==> src/rtl/common_pkg.sv <==
// Shared constants for the register bank: register map, bit positions,
// per-register mask/reset images and the width helper used for sizing.
package common_pkg;

    // Bits needed to hold the value itself (not value-1), so an index one
    // past the last register is still representable.
    function automatic int bit_width(input int value);
        int w;
        w = 1;
        while ((1 << w) <= value) w++;
        return w;
    endfunction

    localparam int REG_CTRL   = 0;
    localparam int REG_STATUS = 1;

    localparam int CTRL_CPU_RESET_BIT   = 0;
    localparam int CTRL_CPU_KICK_BIT    = 1;
    localparam int STATUS_CPU_READY_BIT = 0;

    localparam logic [7:0] CTRL_RESET_VALUE   = 8'h01;
    localparam logic [7:0] CTRL_PULSE_MASK    = 8'h03;
    localparam logic [7:0] STATUS_RESET_VALUE = 8'h00;
    localparam logic [7:0] STATUS_W1C_MASK    = 8'h01;

endpackage

==> src/rtl/pulse_timer.sv <==
// Self-clear timer for one register's PULSE bits: flags expiry after
// PULSE_CYCLES cycles, optionally starting right after reset release.
module pulse_timer
    import common_pkg::*;
#(
    parameter int PULSE_CYCLES     = 64,
    parameter bit START_AT_RELEASE = 1'b0
) (
    input  logic i_clock,
    input  logic i_reset,
    input  logic i_load,
    input  logic i_clear,
    output logic o_expire
);

    localparam int CNT_W = bit_width(PULSE_CYCLES);
    localparam logic [CNT_W-1:0] LOAD_VALUE = CNT_W'(PULSE_CYCLES);

    logic [CNT_W-1:0] r_count;
    logic             r_first;
    logic             w_start;

    // A bit that comes out of reset already set gets a fresh full count,
    // unless the very first bus write overrides it.
    assign w_start = i_load || (r_first && START_AT_RELEASE && !i_clear);

    always_ff @(posedge i_clock or posedge i_reset) begin
        if (i_reset) begin
            r_count <= '0;
            r_first <= 1'b1;
        end else begin
            r_first <= 1'b0;
            if (w_start)
                r_count <= LOAD_VALUE;
            else if (i_clear)
                r_count <= '0;
            else if (r_count != '0)
                r_count <= r_count - CNT_W'(1);
        end
    end

    assign o_expire = (r_count == CNT_W'(1)) && !w_start && !i_clear;

endmodule

==> src/rtl/wb_reg_bank.sv <==
// Pipelined Wishbone register bank with plain, write-1-to-clear sticky and
// self-clearing pulse bits; one-cycle ack, never stalls.
module wb_reg_bank
    import common_pkg::*;
#(
    parameter int                              REG_COUNT    = 1,
    parameter int                              DATA_WIDTH   = 8,
    parameter int                              ADDR_WIDTH   = bit_width(REG_COUNT),
    parameter logic [REG_COUNT*DATA_WIDTH-1:0] RESET_VALUE  = '0,
    parameter logic [REG_COUNT*DATA_WIDTH-1:0] W1C_MASK     = '0,
    parameter logic [REG_COUNT*DATA_WIDTH-1:0] PULSE_MASK   = '0,
    parameter int                              PULSE_CYCLES = 64
) (
    input  logic                            wb_clock_i,
    input  logic                            wb_reset_i,
    input  logic [ADDR_WIDTH-1:0]           wb_addr_i,
    input  logic [DATA_WIDTH-1:0]           wb_data_i,
    output logic [DATA_WIDTH-1:0]           wb_data_o,
    input  logic                            wb_we_i,
    input  logic                            wb_cycle_i,
    input  logic                            wb_strobe_i,
    output logic                            wb_stall_o,
    output logic                            wb_ack_o,
    input  logic [REG_COUNT*DATA_WIDTH-1:0] event_i,
    output logic [REG_COUNT*DATA_WIDTH-1:0] regs_o
);

    logic                                w_accept;
    logic [REG_COUNT-1:0][DATA_WIDTH-1:0] w_regs;
    logic [DATA_WIDTH-1:0]               w_rdata;
    logic                                r_ack;
    logic [DATA_WIDTH-1:0]               r_data;

    assign w_accept = wb_cycle_i & wb_strobe_i;

    // Unmapped indices match no register and therefore read as zero.
    always_comb begin
        w_rdata = '0;
        for (int i = 0; i < REG_COUNT; i++)
            if (wb_addr_i == ADDR_WIDTH'(i))
                w_rdata = w_regs[i];
    end

    always_ff @(posedge wb_clock_i or posedge wb_reset_i) begin
        if (wb_reset_i) begin
            r_ack  <= 1'b0;
            r_data <= '0;
        end else begin
            r_ack  <= w_accept;
            r_data <= w_accept ? w_rdata : '0;
        end
    end

    for (genvar g = 0; g < REG_COUNT; g++) begin : g_reg
        localparam logic [DATA_WIDTH-1:0] RST_V   = RESET_VALUE[g*DATA_WIDTH +: DATA_WIDTH];
        localparam logic [DATA_WIDTH-1:0] W1C_M   = W1C_MASK[g*DATA_WIDTH +: DATA_WIDTH];
        localparam logic [DATA_WIDTH-1:0] PULSE_M = PULSE_MASK[g*DATA_WIDTH +: DATA_WIDTH];

        logic                  w_write;
        logic                  w_expire;
        logic [DATA_WIDTH-1:0] w_wmask;
        logic [DATA_WIDTH-1:0] w_next;
        logic [DATA_WIDTH-1:0] r_value;

        assign w_write = w_accept & wb_we_i & (wb_addr_i == ADDR_WIDTH'(g));
        assign w_wmask = w_write ? wb_data_i : '0;

        // Sticky bits OR in the event after the clear so a same-cycle event wins.
        always_comb begin
            w_next = (w_write ? wb_data_i : r_value) & ~W1C_M;
            if (w_expire)
                w_next = w_next & ~PULSE_M;
            w_next = w_next | (((r_value & ~w_wmask) | event_i[g*DATA_WIDTH +: DATA_WIDTH]) & W1C_M);
        end

        always_ff @(posedge wb_clock_i or posedge wb_reset_i) begin
            if (wb_reset_i)
                r_value <= RST_V;
            else
                r_value <= w_next;
        end

        if (PULSE_M != '0) begin : g_timer
            logic w_load;
            logic w_clear;

            assign w_load  = w_write && (|(wb_data_i & PULSE_M));
            assign w_clear = w_write && !(|(wb_data_i & PULSE_M));

            pulse_timer #(
                .PULSE_CYCLES    (PULSE_CYCLES),
                .START_AT_RELEASE((RST_V & PULSE_M) != '0)
            ) u_timer (
                .i_clock (wb_clock_i),
                .i_reset (wb_reset_i),
                .i_load  (w_load),
                .i_clear (w_clear),
                .o_expire(w_expire)
            );
        end else begin : g_no_timer
            assign w_expire = 1'b0;
        end

        assign w_regs[g] = r_value;
    end

    assign regs_o     = w_regs;
    assign wb_data_o  = r_data;
    assign wb_ack_o   = r_ack;
    assign wb_stall_o = 1'b0;

endmodule

==> config.mk <==
export PLATFORM = sky130hd
export DESIGN_NAME = wb_reg_bank
export DESIGN_NICKNAME = d
export VERILOG_FILES = /design/src/rtl/common_pkg.sv /design/src/rtl/pulse_timer.sv /design/src/rtl/wb_reg_bank.sv
export SDC_FILE = /design/constraint.sdc
export NUM_CORES = 1
export LEC_CHECK = 0
export ABC_AREA = 1
export CAP_MARGIN = 20
export CORE_MARGIN = 4
export CORE_UTILIZATION = 38
export CTS_BUF_LIST = sky130_fd_sc_hd__clkbuf_8 sky130_fd_sc_hd__clkbuf_16
export DETAILED_ROUTE_END_ITERATION = 6
export GPL_ROUTABILITY_DRIVEN = 0
export HOLD_SLACK_MARGIN = 0.12
export PLACE_DENSITY = 0.81
export SLEW_MARGIN = 20
export SYNTH_ARGS = -nofsm -noshare
export SYNTH_HDL_FRONTEND = slang
export SYNTH_SLANG_ARGS = --single-unit
==> constraint.sdc <==
create_clock -name wb_clock_i -period 0.85 [get_ports wb_clock_i]
set_input_delay 0.1275 -clock wb_clock_i [delete_from_list [all_inputs] [get_ports wb_clock_i]]
set_output_delay 0.1275 -clock wb_clock_i [all_outputs]
set_load 0.05 [all_outputs]
==> results.json <==
{
  "outcome": "finished with violations",
  "violations": "negative setup slack",
  "clkTransAtPathRegs_ns": 0.07,
  "ys_top_cells_by_area": "dfrtp_1 64%, nand2_1 14%, nand3_1 6.0%",
  "worstPathArrival_ns": 0.85,
  "hold_ws_ns": 0.229,
  "path_max_fanout": 2,
  "fmax_mhz": 1030,
  "crit_path_end_kind": "output pin",
  "nets": 138,
  "setup_slack_ns": -0.123,
  "synth_top_cell_by_area": "dfrtp_1",
  "synthFlopType": "dfrtp_1",
  "place_hpwl_mm": 1.25,
  "synth_top_area_share_pct": 63.6,
  "clock_skew_ns": 0.00168,
  "firstDrtPassIters": 4,
  "path_buf_inv": 1,
  "cp_slowest_stage_delay_ns": 0.43,
  "worstRegToRegCells": 4,
  "numCtsBuffers": 3,
  "grt_pass1_vias": 626,
  "synth-edff-count": 0,
  "dieWidth_um": 50.0,
  "clockBufferDepth": 2,
  "final_cells": 131,
  "yosys.cell_count.top_type": "nand2_1",
  "die-area_mm2": 0.00250,
  "critPathTopFamily": "flip-flops",
  "worst_setup_path_start_kind": "register",
  "clockRootBuffer": "clkbuf_8",
  "synth_cell_types": 12,
  "clk_latency_ns": 0.26,
  "coreArea_mm2": 0.00158,
  "final.min_clock_period_ns": 0.973,
  "drc": 0,
  "grt_usage_pct": 18.2,
  "die_h_um": 50.0,
  "hold_buffers": 0,
  "maxCapViolCount": 0,
  "antenna_found_initial": 0,
  "clock_sinks": 17,
  "drive_gt1_share_pct": 48.7,
  "cpMaxStageDelayCell": "dfrtp_2",
  "power-per-cell-area_mw_per_mm2": 2030,
  "hold_viol": 0,
  "drt_iter0_markers": 14,
  "crit_chain": "buf_12",
  "overflow": 0,
  "grt_pass1_wl_mm": 3.22,
  "ys_seq_elements": 17,
  "worstSetupPathType": "register to output pin",
  "synthTopCellsByCount": "25 x nand2_1, 17 x dfrtp_1, 8 x nand3_1, 8 x nor2_1, 2 x inv_1",
  "htree_levels": 1,
  "r2r-start": "regs_o[0]$_DFFE_PP0P_",
  "required_ns": 0.72,
  "finalCritPeriodShare_pct": 114,
  "yosysSeqAreaShare_pct": 63.6,
  "grt_start_max_net_pins": 18,
  "start_util_pct": 42.5,
  "yosysWarnings": 0,
  "diodes": 0,
  "areaGrowthSynthToFinish_pct": 101,
  "drv_slew": 0,
  "totalWireLength_mm": 2.11,
  "avgSynthCellArea_um2": 9.99,
  "place_worst_setup_slack_ns": -0.400,
  "p_leak_uw": 0.000676,
  "rrSetupSlack_ns": -0.06,
  "postLayoutCoreUtil_pct": 85.4,
  "syn_nets": 89,
  "via_per_inst": 4.92,
  "io_buffers": 30,
  "rsz0062_at_grt": "yes",
  "syn_area_um2": 669,
  "finalPower_uw": 2730,
  "r2r_end": "regs_o[0]$_DFFE_PP0P_",
  "avgRoutedWirePerCell_um": 16.1,
  "cts_tree": "done",
  "max-vdd-ir-drop_uv": 1490,
  "ios": 40,
  "setup_viol": 19,
  "synth_cells": 67,
  "rows": 14,
  "async_flop_share_pct": 100,
  "place_inst": 115,
  "hp-class": "input pin to async pin",
  "ant_nets": 0,
  "via_count": 644
}
## through the flow
step | area (µm²) | setup TNS, ns
final | 1350 | -1.82
after global routing | 1350 | -2.29
after CTS | 1330 | -1.86
after detailed placement | 1190 | -5.16
after global placement | 1190 | -4.49
after floorplan | 679 | 0
## repair_timing
item	in CTS	in global routing
resized for setup	8	5
endpoints found under the setup margin	26	32
pin swaps	5	4
setup buffers	11	1
## worst reg2reg max path, cell delays in order (launching register included)
cell and delay, ns:
dfrtp_2 0.43, buf_4 0.14, buf_4 0.13, nand2_2 0.06, nand2_2 0.05
## power breakdown
part / internal (µW) / switching [µW]
Clock: 326 / 286
Sequential: 911 / 99.5
Combinational: 554 / 552
Total: 1790 / 938
## state kept, by name (all words and copies together) (netlist names)
name,flops
wb_data_o,8
regs_o,8
wb_ack_o,1
## final cells by class
class	instances	area, µm²
timing repair buffer	47	617
sequential	17	435
fill	79	230
multi-input combinational	44	216
clock buffer	3	41.3
tap	16	20.0
inverter	3	11.3
clock inverter	1	5.00
## placed cells by master (no fill, tap or decap), drive strengths merged
master         Yosys  layout
buf                3      34
clkbuf             0       3
clkdlybuf4s50      0       9
clkinv             0       1
conb               1       1
dfrtp             17      17
dlygate4sd2        0       3
dlymetal6s2s       0       1
inv                3       3
nand2             26      26
nand3              8       8
nor2               9       9
## routing by layer
layer	wire (µm)	GRT usage, %	vias up
li1	-	-	299
met3	83	3.61	4
met2	1100	33.0	29
met1	881	20.3	312
met5	0	0	-
met4	42	8.29	0
## worst max-delay path by stage
stage,to,start,cells past startpoint
final,regs_o[6],regs_o[6]$_DFFE_PP0P_,1
after global routing,regs_o[6],regs_o[6]$_DFFE_PP0P_,1
after CTS,regs_o[6],regs_o[6]$_DFFE_PP0P_,1
after detailed placement,regs_o[2]$_DFFE_PP0P_,wb_addr_i,5
after global placement,regs_o[7]$_DFFE_PP0P_,wb_addr_i,5
after floorplan,regs_o[0]$_DFFE_PP0P_,regs_o[0]$_DFFE_PP0P_,2
## logic make-up after synthesis
logic type	after synthesis	share of synthesized area (%)
AND/OR/NAND/NOR	43	29.2
flip-flops	17	63.6
buffers and inverters	6	6.73
other	1	0.560
Note: power is estimated with default switching activity, not from simulation.
